### src/rtl/nw_fill_ctrl.sv
// Address/control sequencer for the Needleman-Wunsch score RAM: writes the gap-penalty
// border (row 0 / column 0), then walks interior cells read -> compute -> write.
module nw_fill_ctrl #(
  parameter int N       = 128,
  parameter int GAP     = -1,
  parameter int BitAddr = $clog2(N)
) (
  input  logic             clk,
  input  logic             rst,
  input  logic             start,
  input  logic [BitAddr:0] len_a,
  input  logic [BitAddr:0] len_b,
  input  logic             calc_done,
  output logic             en_init,
  output logic             en_ins_read,
  output logic             we,
  output logic [BitAddr:0] addr,
  output logic [BitAddr:0] i,
  output logic [BitAddr:0] j,
  output logic [8:0]       data,
  output logic             calc_start,
  output logic             busy,
  output logic             done
);

  localparam int AW = BitAddr + 1;
  localparam logic [BitAddr:0] LenMax = AW'(N);

  typedef enum logic [2:0] {
    StIdle, StInit, StRd, StRdWait, StCalcStart, StCalcWait, StWr, StDone
  } state_e;

  state_e state_q, state_d;
  logic [BitAddr:0] lena_q, lena_d, lenb_q, lenb_d, lmax_q, lmax_d;
  logic [BitAddr:0] addr_q, addr_d, i_q, i_d, j_q, j_d;
  logic [BitAddr:0] lena_clamp, lenb_clamp;

  always_comb begin
    lena_clamp = (len_a > LenMax) ? LenMax : len_a;
    lenb_clamp = (len_b > LenMax) ? LenMax : len_b;
  end

  always_comb begin
    state_d = state_q;
    lena_d  = lena_q;
    lenb_d  = lenb_q;
    lmax_d  = lmax_q;
    addr_d  = addr_q;
    i_d     = i_q;
    j_d     = j_q;
    unique case (state_q)
      StIdle: begin
        if (start) begin
          lena_d  = lena_clamp;
          lenb_d  = lenb_clamp;
          lmax_d  = (lena_clamp > lenb_clamp) ? lena_clamp : lenb_clamp;
          addr_d  = '0;
          state_d = StInit;
        end
      end
      StInit: begin
        if (addr_q == lmax_q) begin
          i_d     = '0;
          j_d     = '0;
          state_d = (lena_q != '0 && lenb_q != '0) ? StRd : StDone;
        end else begin
          addr_d = addr_q + AW'(1);
        end
      end
      StRd:        state_d = StRdWait;
      StRdWait:    state_d = StCalcStart;
      // calc_done is not looked at in the request cycle; a stale high must not skip the wait.
      StCalcStart: state_d = StCalcWait;
      StCalcWait:  if (calc_done) state_d = StWr;
      StWr: begin
        if (i_q + AW'(1) < lena_q) begin
          i_d     = i_q + AW'(1);
          state_d = StRd;
        end else if (j_q + AW'(1) < lenb_q) begin
          i_d     = '0;
          j_d     = j_q + AW'(1);
          state_d = StRd;
        end else begin
          state_d = StDone;
        end
      end
      StDone: begin
        addr_d  = '0;
        i_d     = '0;
        j_d     = '0;
        state_d = StIdle;
      end
      default: state_d = StIdle;
    endcase
  end

  always_ff @(posedge clk) begin
    if (!rst) begin
      state_q <= StIdle;
      lena_q  <= '0;
      lenb_q  <= '0;
      lmax_q  <= '0;
      addr_q  <= '0;
      i_q     <= '0;
      j_q     <= '0;
    end else begin
      state_q <= state_d;
      lena_q  <= lena_d;
      lenb_q  <= lenb_d;
      lmax_q  <= lmax_d;
      addr_q  <= addr_d;
      i_q     <= i_d;
      j_q     <= j_d;
    end
  end

  always_comb begin
    en_init     = (state_q == StInit);
    en_ins_read = (state_q == StRd) || (state_q == StRdWait) || (state_q == StCalcStart) ||
                  (state_q == StCalcWait) || (state_q == StWr);
    we          = (state_q == StInit) || (state_q == StWr);
    calc_start  = (state_q == StCalcStart);
    busy        = (state_q != StIdle);
    done        = (state_q == StDone);
    addr        = addr_q;
    i           = i_q;
    j           = j_q;
    data        = 9'(GAP * $signed(32'(addr_q)));
  end

endmodule

### config.mk
export PLATFORM = sky130hd
export DESIGN_NAME = nw_fill_ctrl
export DESIGN_NICKNAME = d
export VERILOG_FILES = /design/src/rtl/nw_fill_ctrl.sv
export SDC_FILE = /design/constraint.sdc
export NUM_CORES = 1
export LEC_CHECK = 0
export BUFFER_PORTS_ARGS = -buffer_cell sky130_fd_sc_hd__buf_2
export CAP_MARGIN = 30
export CELL_PAD_IN_SITES_DETAIL_PLACEMENT = 0
export CELL_PAD_IN_SITES_GLOBAL_PLACEMENT = 1
export CORE_ASPECT_RATIO = 0.75
export CORE_MARGIN = 2
export CORE_UTILIZATION = 32
export DETAILED_ROUTE_END_ITERATION = 8
export PLACE_DENSITY_LB_ADDON = 0.1
export SETUP_SLACK_MARGIN = 0.1
export SLEW_MARGIN = 20
export SYNTH_ARGS = -nofsm -noshare
export SYNTH_HDL_FRONTEND = slang
export SYNTH_SLANG_ARGS = --single-unit
### constraint.sdc
create_clock -name clk -period 6.09 [get_ports clk]
set_clock_uncertainty 0.15 [all_clocks]
set_input_delay 0.3045 -clock clk [delete_from_list [all_inputs] [get_ports clk]]
set_output_delay 0.3045 -clock clk [all_outputs]
set_load 0.01 [all_outputs]
==> impl_metrics.py, run 1 <==
metrics = {
    "floorplan": {
        "die_height_um": 93.5,
        "floorplan.core_area_sq_mm": 0.0103,
        "placementRows": 32,
        "boundaryPins": 59,
        "die_area_sq_mm": 0.0115,
        "floorplan.die.width_um": 123,
        "initial_util_pct": 33.1,
    },
    "timing": {
        "worst_pin_slew_ps": 738,
        "post-route-worst-setup-slack_ps": 3010,
        "final-setup-viol-count": 0,
        "fin_crit_sh_pct": 50.6,
        "tns_ps": 0,
        "max_freq_ghz": 0.324,
        "max_slew_margin_pct": 50.7,
        "slew_viol_final": 0,
        "grt_setup_unrepaired": "no",
        "final-hold-violation-count": 0,
        "min_period_ps": 3080,
    },
    "synthesis": {
        "average_cell_area_after_synthesis_sq_um": 8.10,
        "synth.distinct_cells": 57,
        "synth_edf_count": 0,
        "synth-async-reset-ratio_pct": 0,
        "synth_seq_area_share_pct": 29.9,
        "ys_dominant_reg_cell": "sky130_fd_sc_hd__dfxtp_1",
        "post_synth_net_total": 468,
        "synth_seq_cells": 51,
        "postSynthCellCount": 422,
        "synthesis.area_sq_mm": 0.00342,
        "synth.yosys.warnings": 0,
    },
    "place": {
        "postPlaceCellArea_sq_mm": 0.00379,
        "pre_cts_ws_ps": 3070,
        "portBuffers": 58,
        "finalWeightedCongestion": 0.831,
        "place_hpwl_um": 6820,
    },
    "clock_tree": {
        "numClockSinks": 51,
        "cts.path.max_buffers": 2,
        "clock_transition_at_the_registers_of_the_reported_paths_ps": 70,
        "tritoncts": "yes",
        "htree_num_levels": 2,
        "root_buffer": "sky130_fd_sc_hd__clkbuf_16",
        "worst_skew_pair.late_latency_ps": 300,
        "cts.repair_timing.setup_buffer_count": 0,
        "cts_resized": 0,
        "cts-buffers-inserted": 5,
        "cts-hold-fix-buffers": 0,
    },
    "route": {
        "dr_total_vias": 2967,
        "viasPerCell": 4.90,
        "final_antenna_net_count": 0,
        "iteration_0_drc_count_of_the_detailed_router": 149,
        "routedWlPerCell_um": 14.5,
        "detailedRoute.firstPassIterationCount": 4,
        "post-route-drc-count": 0,
        "routed_wl_um": 8760,
    },
    "global_routing": {
        "grt.busiest_layer": "met1",
        "gr-usage-met2_pct": 24.0,
        "global_route.usage.total_pct": 16.2,
        "gr-usage-met3_pct": 3.35,
        "grt_max_degree": 42,
        "globalRouteOverflowTotal": 0,
        "grt_antenna_before_repair": 0,
        "met1_usage_pct": 24.0,
        "first_global_vias": 2906,
        "grt_pass1_wl_um": 14700,
    },
    "setup_path": {
        "worst-path-buf-inv": 0,
        "critical_path.most_common_cell": "sky130_fd_sc_hd__ha_1",
        "startpoint_type": "register",
        "largest_delay_contributor_family_on_the_critical_path": "compound AO/OA/AOI/OAI gates",
        "cp.arrival_ps": 3120,
        "max_stage_delay_ps": 610,
        "path_max_fanout": 5,
        "rrSetupSlack_ps": 3010,
        "end_kind": "register",
        "critPathSlowestCell": "sky130_fd_sc_hd__o311ai_1",
        "timing.setup.critical_path_class": "reg -> reg",
        "worstPathCellList": "ha_1 -> nand3_1 -> and2_1 -> or2_2 -> ha_1 -> nand4_1 -> o311ai_1 -> a21oi_1 -> o21a_1 -> a21o_1",
        "required_ps": 6120,
    },
    "final_layout": {
        "fillCellCount": 1133,
        "syn2layout_area_growth_pct": 15.2,
        "finalNetCount": 515,
        "num_antenna_cells": 0,
        "finalInstanceArea_sq_mm": 0.00394,
        "post-route-util_pct": 38.1,
        "drive_gt1_share_pct": 18.9,
    },
    "pwr": {
        "vdd.ir_drop.worst_uv": 104,
        "power.density_cell_area_mw_per_mm2": 249,
        "p_leak_nw": 1.71,
        "totalPowerFinal_mw": 0.980,
    },
    "hold_path": {
        "worstHoldPathType": "in -> reg",
    },
    "outcome": {
        "status": "finished, final reports clean",
    },
    "flow_run": {
        "timing.max_cap.violations": 0,
    },
}
-- cells in the final DEF (no fill, tap or decap), types with 8 or more instances in the layout --
master / n
sky130_fd_sc_hd__nand2_1: 60
sky130_fd_sc_hd__buf_2: 58
sky130_fd_sc_hd__dfxtp_1: 51
sky130_fd_sc_hd__inv_1: 29
sky130_fd_sc_hd__ha_1: 26
sky130_fd_sc_hd__nor2_1: 23
sky130_fd_sc_hd__xnor2_1: 22
sky130_fd_sc_hd__nor2b_1: 20
sky130_fd_sc_hd__a21boi_0: 18
sky130_fd_sc_hd__a21oi_1: 18
sky130_fd_sc_hd__o21ai_0: 16
sky130_fd_sc_hd__nand3_1: 15
sky130_fd_sc_hd__mux2i_1: 11
sky130_fd_sc_hd__nor3_1: 8
-- through the flow --
step,instances,hold WS (ps)
final,606,217
after global routing,606,252
after CTS,606,211
after detailed placement,598,332
after global placement,597,321
after floorplan,422,299
-- worst register-to-register path, delay by kind of cell, from the launching register on --
family	cells	cell delay, ps
compound gates	4	1260
simple gates	4	730
flops	1	390
fa+ha+maj	2	480
-- layer usage --
metal | vias up | wire, um | share of wire, %
met5 | - | 0 | 0
met4 | 0 | 63 | 0.72
met3 | 4 | 475 | 5.4
met2 | 49 | 3600 | 41
met1 | 1368 | 4620 | 53
li1 | 1546 | - | -
-- area by class of cell --
class	instances	area (sq um)	area share, %
clock buffers	6	129	3.28
clock inverters	2	12.5	0.318
inverters	31	116	2.96
multi-input cells	321	2180	55.4
flip-flops and latches	51	1020	25.9
well taps	136	170	4.32
repair buffers	59	305	7.76
-- kinds of logic after synthesis --
| group | Yosys count | synth area share [%] |
|---|---|---|
| and+or+nand+nor | 163 | 24.0 |
| AOI/OAI and AO/OA | 92 | 19.6 |
| muxes | 12 | 3.55 |
| buffers and inverters | 50 | 6.30 |
| xor gates and xnor gates | 28 | 7.18 |
| adders and majority gates | 26 | 9.52 |
| DFF | 51 | 29.9 |
-- flip-flops by register name (all words and copies together) (netlist names) --
signal,count
addr,8
i,8
j,8
lena_q,8
lenb_q,8
lmax_q,8
state_q,3
-- Yosys cell counts (all sizes together), types with 2 or more instances --
cell    instances  area share, %
o211ai          3           0.66
inv            30            3.3
a21oi          18            2.6
nand3          16            2.5
a21boi         22            4.8
a31oi           2           0.37
nor2b          20            3.7
dfxtp          51             30
mux2i          11            3.2
nor3           10            1.9
nand2          62            7.0
nor3b           2           0.44
o22ai           2           0.37
a21o            5            1.1
xor2            6            1.5
xnor2          22            5.6
o31ai           4            1.3
a22o            3           0.77
a211o           2           0.51
and2            4           0.81
o21a            4           0.88
nand2b          2           0.37
or2             6            1.1
clkbuf         10            1.1
nand4           6            1.5
o21ai          18            3.0
buf             9            1.8
or3             3           0.55
nor4            6            1.1
nor2           25            2.9
ha             26            9.5
-- worst paths after layout --
| check | start | to | depth (start not counted) |
|---|---|---|---|
| setup reg to reg | i[0]$_SDFFE_PN0P_ | j[3]$_SDFFE_PN0P_ | 10 |
| setup / recovery | i[0]$_SDFFE_PN0P_ | j[3]$_SDFFE_PN0P_ | 10 |
| hold reg to reg | lenb_q[7]$_SDFFE_PN0P_ | lenb_q[7]$_SDFFE_PN0P_ | 2 |
| hold / removal | len_b[7] | lenb_q[7]$_SDFFE_PN0P_ | 3 |
-- report_power, final --
group          internal (mW)  switching (mW)
Clock                  0.152           0.130
Sequential             0.357          0.0318
Combinational          0.123           0.187
(Power assumes the default switching activity.)
==> run 2: changes to the inputs <==
Clock period 6.09 ns to 2.8 ns, I/O delays scaled along.
==> impl_metrics.py, run 2 (synthesis gave the netlist of run 1 again) <==
metrics = {
    "route": {
        "routed_wl_um": 9270,
        "viasPerCell": 4.88,
        "post-route-drc-count": 0,
        "routedWlPerCell_um": 14.5,
        "dr_total_vias": 3112,
        "detailedRoute.firstPassIterationCount": 4,
        "iteration_0_drc_count_of_the_detailed_router": 155,
        "final_antenna_net_count": 0,
    },
    "timing": {
        "final-hold-violation-count": 0,
        "worst_pin_slew_ps": 575,
        "final-setup-viol-count": 0,
        "grt_setup_unrepaired": "yes",
        "slew_viol_final": 0,
        "max_freq_ghz": 0.370,
        "fin_crit_sh_pct": 96.5,
        "max_slew_margin_pct": 61.6,
        "min_period_ps": 2700,
    },
    "pwr": {
        "p_leak_nw": 1.91,
        "power.density_cell_area_mw_per_mm2": 500,
        "power.clock.fraction_pct": 28.1,
        "comb_power_share_pct": 34.6,
        "power.share.sequential_pct": 37.3,
        "power.switching_fraction_pct": 35.6,
        "power.net_switching_mw": 0.790,
        "vdd.ir_drop.worst_uv": 226,
        "power.internal_mw": 1.43,
    },
    "floorplan": {
        "initial_util_pct": 33.1,
        "floorplan.die.width_um": 123,
        "boundaryPins": 59,
        "die_area_sq_mm": 0.0115,
        "placementRows": 32,
        "floorplan.core_area_sq_mm": 0.0103,
        "die_height_um": 93.5,
    },
    "global_routing": {
        "grt_antenna_before_repair": 0,
        "global_route.usage.total_pct": 17.1,
        "first_global_vias": 3024,
        "grt_pass1_wl_um": 15200,
        "globalRouteOverflowTotal": 0,
        "grt_max_degree": 41,
    },
    "clock_tree": {
        "worst_skew_pair.late_latency_ps": 300,
        "cts.path.max_buffers": 2,
        "cts-buffers-inserted": 5,
        "cts-hold-fix-buffers": 0,
        "root_buffer": "sky130_fd_sc_hd__clkbuf_16",
        "htree_num_levels": 2,
        "clock_transition_at_the_registers_of_the_reported_paths_ps": 70,
        "numClockSinks": 51,
        "tritoncts": "yes",
    },
    "final_layout": {
        "fin_cells": 638,
        "finalNetCount": 547,
        "syn2layout_area_growth_pct": 29.9,
        "multi_input_comb_area_sq_mm": 0.00241,
        "layout.area.seq_sq_mm": 0.00104,
        "fillCellCount": 1102,
        "drive_gt1_share_pct": 31.1,
        "layout_commonest_cell": "sky130_fd_sc_hd__nand2_1",
        "post-route-util_pct": 43.0,
        "finalInstanceArea_sq_mm": 0.00444,
        "num_antenna_cells": 0,
        "top_library_cells_by_usage_in_the_layout_fill_and_taps_aside": "sky130_fd_sc_hd__nand2_1, sky130_fd_sc_hd__buf_2, sky130_fd_sc_hd__dfxtp_1",
    },
    "place": {
        "portBuffers": 58,
        "finalWeightedCongestion": 0.793,
        "postPlaceCellArea_sq_mm": 0.00399,
        "place_hpwl_um": 7080,
        "placed_cells": 621,
    },
    "setup_path": {
        "crit-reg2reg-launch": "i[0]$_SDFFE_PN0P_",
        "timing.setup.critical_path_class": "reg -> reg",
        "end_kind": "register",
        "cp.arrival_ps": 2730,
        "startpoint_type": "register",
        "path_max_fanout": 4,
        "required_ps": 2830,
        "setup.worst_path.start": "i[0]$_SDFFE_PN0P_",
    },
    "outcome": {
        "status": "finished, final reports clean",
    },
    "hold_path": {
        "worstHoldPathType": "in -> reg",
        "worstHoldStart": "rst",
    },
    "flow_run": {
        "timing.max_cap.violations": 0,
    },
}
[run 2: power groups by stage]
stage | Clock (mW) | Combinational (mW) | Sequential [mW]
6_report | 0.623 | 0.768 | 0.827
5_1_grt | 0.678 | 0.860 | 0.835
4_1_cts | 0.643 | 0.754 | 0.829
3_5_place_dp | 0 | 0.716 | 0.848
3_3_place_gp | 0 | 0.708 | 0.848
2_1_floorplan | 0 | 0.524 | 0.827
[run 2: worst max-delay path: stages, from the launching register on]
cell                      delay [ps]
sky130_fd_sc_hd__dfxtp_4         370
sky130_fd_sc_hd__ha_4            170
sky130_fd_sc_hd__nor2b_4         120
sky130_fd_sc_hd__or2_4           250
sky130_fd_sc_hd__ha_4            240
sky130_fd_sc_hd__a211o_1         290
sky130_fd_sc_hd__a31oi_4         200
sky130_fd_sc_hd__o311a_1         240
sky130_fd_sc_hd__nor3_2           70
sky130_fd_sc_hd__o21a_2          240
sky130_fd_sc_hd__mux2_4          260
[run 2: per-layer routing]
metal,global-route usage (%),wire (um),vias to the layer above
li1,-,-,1616
met3,3.35,386,8
met5,0,0,-
met4,5.11,113,0
met2,24.4,3770,46
met1,25.4,5000,1442
[run 2: cell type report]
type	instances	area share, %
Tap cell	136	3.83
Sequential cell	51	23.5
Timing Repair Buffer	91	12.6
Inverter	31	2.62
Multi-Input combinational cell	321	54.3
Clock buffer	6	2.90
Clock inverter	2	0.254
[run 2: timing repair]
item,4_1_cts,5_1_grt
setup buffers,4,5
gates resized for setup,21,29
pin swaps,13,24
setup endpoints to repair,16,17
[run 2: stage by stage]
stage | power (mW) | worst slack, ps | setup TNS (ps) | hold WS [ps]
6_report | 2.22 | 98.4 | 0 | 45.0
5_1_grt | 2.37 | 28.0 | 0 | 70.4
4_1_cts | 2.23 | 103 | 0 | 24.2
3_5_place_dp | 1.56 | -46.6 | -241 | 328
3_3_place_gp | 1.56 | 4.71 | 0 | 325
2_1_floorplan | 1.35 | 105 | 0 | 135
[run 2: path summary, 6_finish.rpt]
kind         cells past startpoint  slack, ps                 endpoint
max                             10        100        i[0]$_SDFFE_PN0P_
min                              3         40  state_q[0]$_SDFFE_PN0P_
max reg2reg                     10        100        i[0]$_SDFFE_PN0P_
min reg2reg                      2        340   lenb_q[5]$_SDFFE_PN0P_
==> run 3: changes to the inputs <==
Clock period 2.8 ns to 2.9 ns, I/O delays scaled along.
==> impl_metrics.py, run 3 (synthesis gave the netlist of run 1 again) <==
metrics = {
    "setup_path": {
        "rrSetupSlack_ps": 170,
        "required_ps": 2970,
        "critical_path.most_common_cell": "sky130_fd_sc_hd__ha_4",
        "ff2ff_path_depth": 11,
        "worst_r2r_endpoint": "i[2]$_SDFFE_PN0P_",
        "setup.worst_path.start": "i[1]$_SDFFE_PN0P_",
        "end_kind": "register",
        "timing.setup.critical_path_class": "reg -> reg",
        "path_max_fanout": 4,
        "startpoint_type": "register",
        "critPathSlowestCell": "sky130_fd_sc_hd__o311a_4",
        "cp.arrival_ps": 2800,
        "worstPathCellList": "ha_4 -> nor2b_1 -> or2_4 -> ha_4 -> a211o_1 -> a31oi_4 -> o311a_4 -> buf_6 -> o32ai_4 -> nand2_1 -> a21boi_1",
        "crit-reg2reg-launch": "i[1]$_SDFFE_PN0P_",
        "max_stage_delay_ps": 390,
    },
    "pwr": {
        "power.density_cell_area_mw_per_mm2": 515,
        "vdd.ir_drop.worst_uv": 223,
        "p_leak_nw": 1.86,
        "totalPowerFinal_mw": 2.23,
    },
    "final_layout": {
        "drive_gt1_share_pct": 28.3,
        "finalNetCount": 537,
        "fillCellCount": 1072,
        "post-route-util_pct": 41.9,
        "layout_commonest_cell": "sky130_fd_sc_hd__nand2_1",
        "num_antenna_cells": 0,
        "syn2layout_area_growth_pct": 26.7,
        "top_library_cells_by_usage_in_the_layout_fill_and_taps_aside": "sky130_fd_sc_hd__nand2_1, sky130_fd_sc_hd__buf_2, sky130_fd_sc_hd__dfxtp_1",
    },
    "route": {
        "routedWlPerCell_um": 14.9,
        "routed_wl_um": 9380,
        "detailedRoute.firstPassIterationCount": 4,
        "final_antenna_net_count": 0,
        "post-route-drc-count": 0,
        "viasPerCell": 4.95,
        "iteration_0_drc_count_of_the_detailed_router": 128,
        "dr_total_vias": 3109,
    },
    "clock_tree": {
        "cts-hold-fix-buffers": 0,
        "tritoncts": "yes",
        "root_buffer": "sky130_fd_sc_hd__clkbuf_16",
        "cts-buffers-inserted": 5,
        "htree_num_levels": 2,
        "worst_skew_pair.late_latency_ps": 300,
        "clock_transition_at_the_registers_of_the_reported_paths_ps": 70,
        "cts.path.max_buffers": 2,
        "numClockSinks": 51,
    },
    "place": {
        "place_hpwl_um": 7100,
        "portBuffers": 58,
        "pre_cts_ws_ps": -57.9,
        "finalWeightedCongestion": 0.802,
    },
    "timing": {
        "min_period_ps": 2730,
        "slew_viol_final": 0,
        "post-route-worst-setup-slack_ps": 168,
        "final-hold-violation-count": 0,
        "tns_ps": 0,
        "max_slew_margin_pct": 58.4,
        "fin_crit_sh_pct": 94.2,
        "final-setup-viol-count": 0,
        "worst_pin_slew_ps": 622,
        "grt_setup_unrepaired": "no",
        "max_freq_ghz": 0.366,
    },
    "floorplan": {
        "floorplan.core_area_sq_mm": 0.0103,
        "floorplan.die.width_um": 123,
        "initial_util_pct": 33.1,
        "die_height_um": 93.5,
        "boundaryPins": 59,
        "placementRows": 32,
        "die_area_sq_mm": 0.0115,
    },
    "hold_path": {
        "worstHoldPathType": "in -> reg",
        "worstHoldStart": "rst",
        "hold_path_end": "state_q[0]$_SDFFE_PN0P_",
        "whs_path_depth": 3,
    },
    "global_routing": {
        "grt_antenna_before_repair": 0,
        "global_route.usage.total_pct": 17.2,
        "grt_max_degree": 41,
        "globalRouteOverflowTotal": 0,
        "grt_pass1_wl_um": 15600,
        "first_global_vias": 3126,
    },
    "outcome": {
        "status": "finished, final reports clean",
    },
    "flow_run": {
        "timing.max_cap.violations": 0,
    },
}
-- run 3: cell type report --
cell class | count | area (sq um) | share of cell area [%]
multi-input cells | 321 | 2370 | 54.7
clock buffers | 5 | 125 | 2.89
inverters | 31 | 116 | 2.69
repair buffers | 81 | 467 | 10.8
flip-flops and latches | 51 | 1040 | 23.9
clock inverters | 3 | 46.3 | 1.07
well taps | 136 | 170 | 3.93
-- run 3: where the power goes --
| part | internal [mW] | switching, mW |
|---|---|---|
| Sequential | 0.746 | 0.0547 |
| Clock | 0.411 | 0.285 |
| Combinational | 0.301 | 0.431 |
-- run 3: worst max-delay path by stage --
stage                     slack, ps                 to  depth (start not counted)
after global routing             80  i[3]$_SDFFE_PN0P_                         13
final                           170  i[2]$_SDFFE_PN0P_                         11
after floorplan                 120  i[0]$_SDFFE_PN0P_                         11
after detailed placement        -60  i[2]$_SDFFE_PN0P_                         11
after global placement            1  i[2]$_SDFFE_PN0P_                         11
after CTS                        90  i[2]$_SDFFE_PN0P_                         11
-- run 3: routing by layer --
metal / share of wire (%) / global-route usage [%] / vias up
li1: - / - / 1593
met1: 52 / 25.5 / 1441
met2: 42 / 25.6 / 63
met3: 4.4 / 2.99 / 12
met4: 1.2 / 3.98 / 0
met5: 0 / 0 / -
-- run 3: timing repair --
action                                  in CTS  in global routing
endpoints found under the hold margin        0                  0
gates resized for setup                     12                 30
pin swaps                                    6                 19
cloned                                       0                  0
buffers inserted                             0                  2
endpoints found under the setup margin      16                 16
-- run 3: critical path, delay by kind of cell (launching register included) --
family,cells,cell delay [ps]
flip-flops,1,380
buffers and inverters,1,130
adder cells (fa/ha/maj),2,450
AO/OA/AOI/OAI,5,1060
AND/OR/NAND/NOR,3,480
-- run 3: stage by stage --
stage	area, sq um	hold slack, ps	std cells
5_1_grt	4330	64.3	628
2_1_floorplan	3420	140	422
3_5_place_dp	3940	328	618
4_1_cts	4160	32.8	626
3_3_place_gp	3940	324	618
6_report	4330	49.0	628
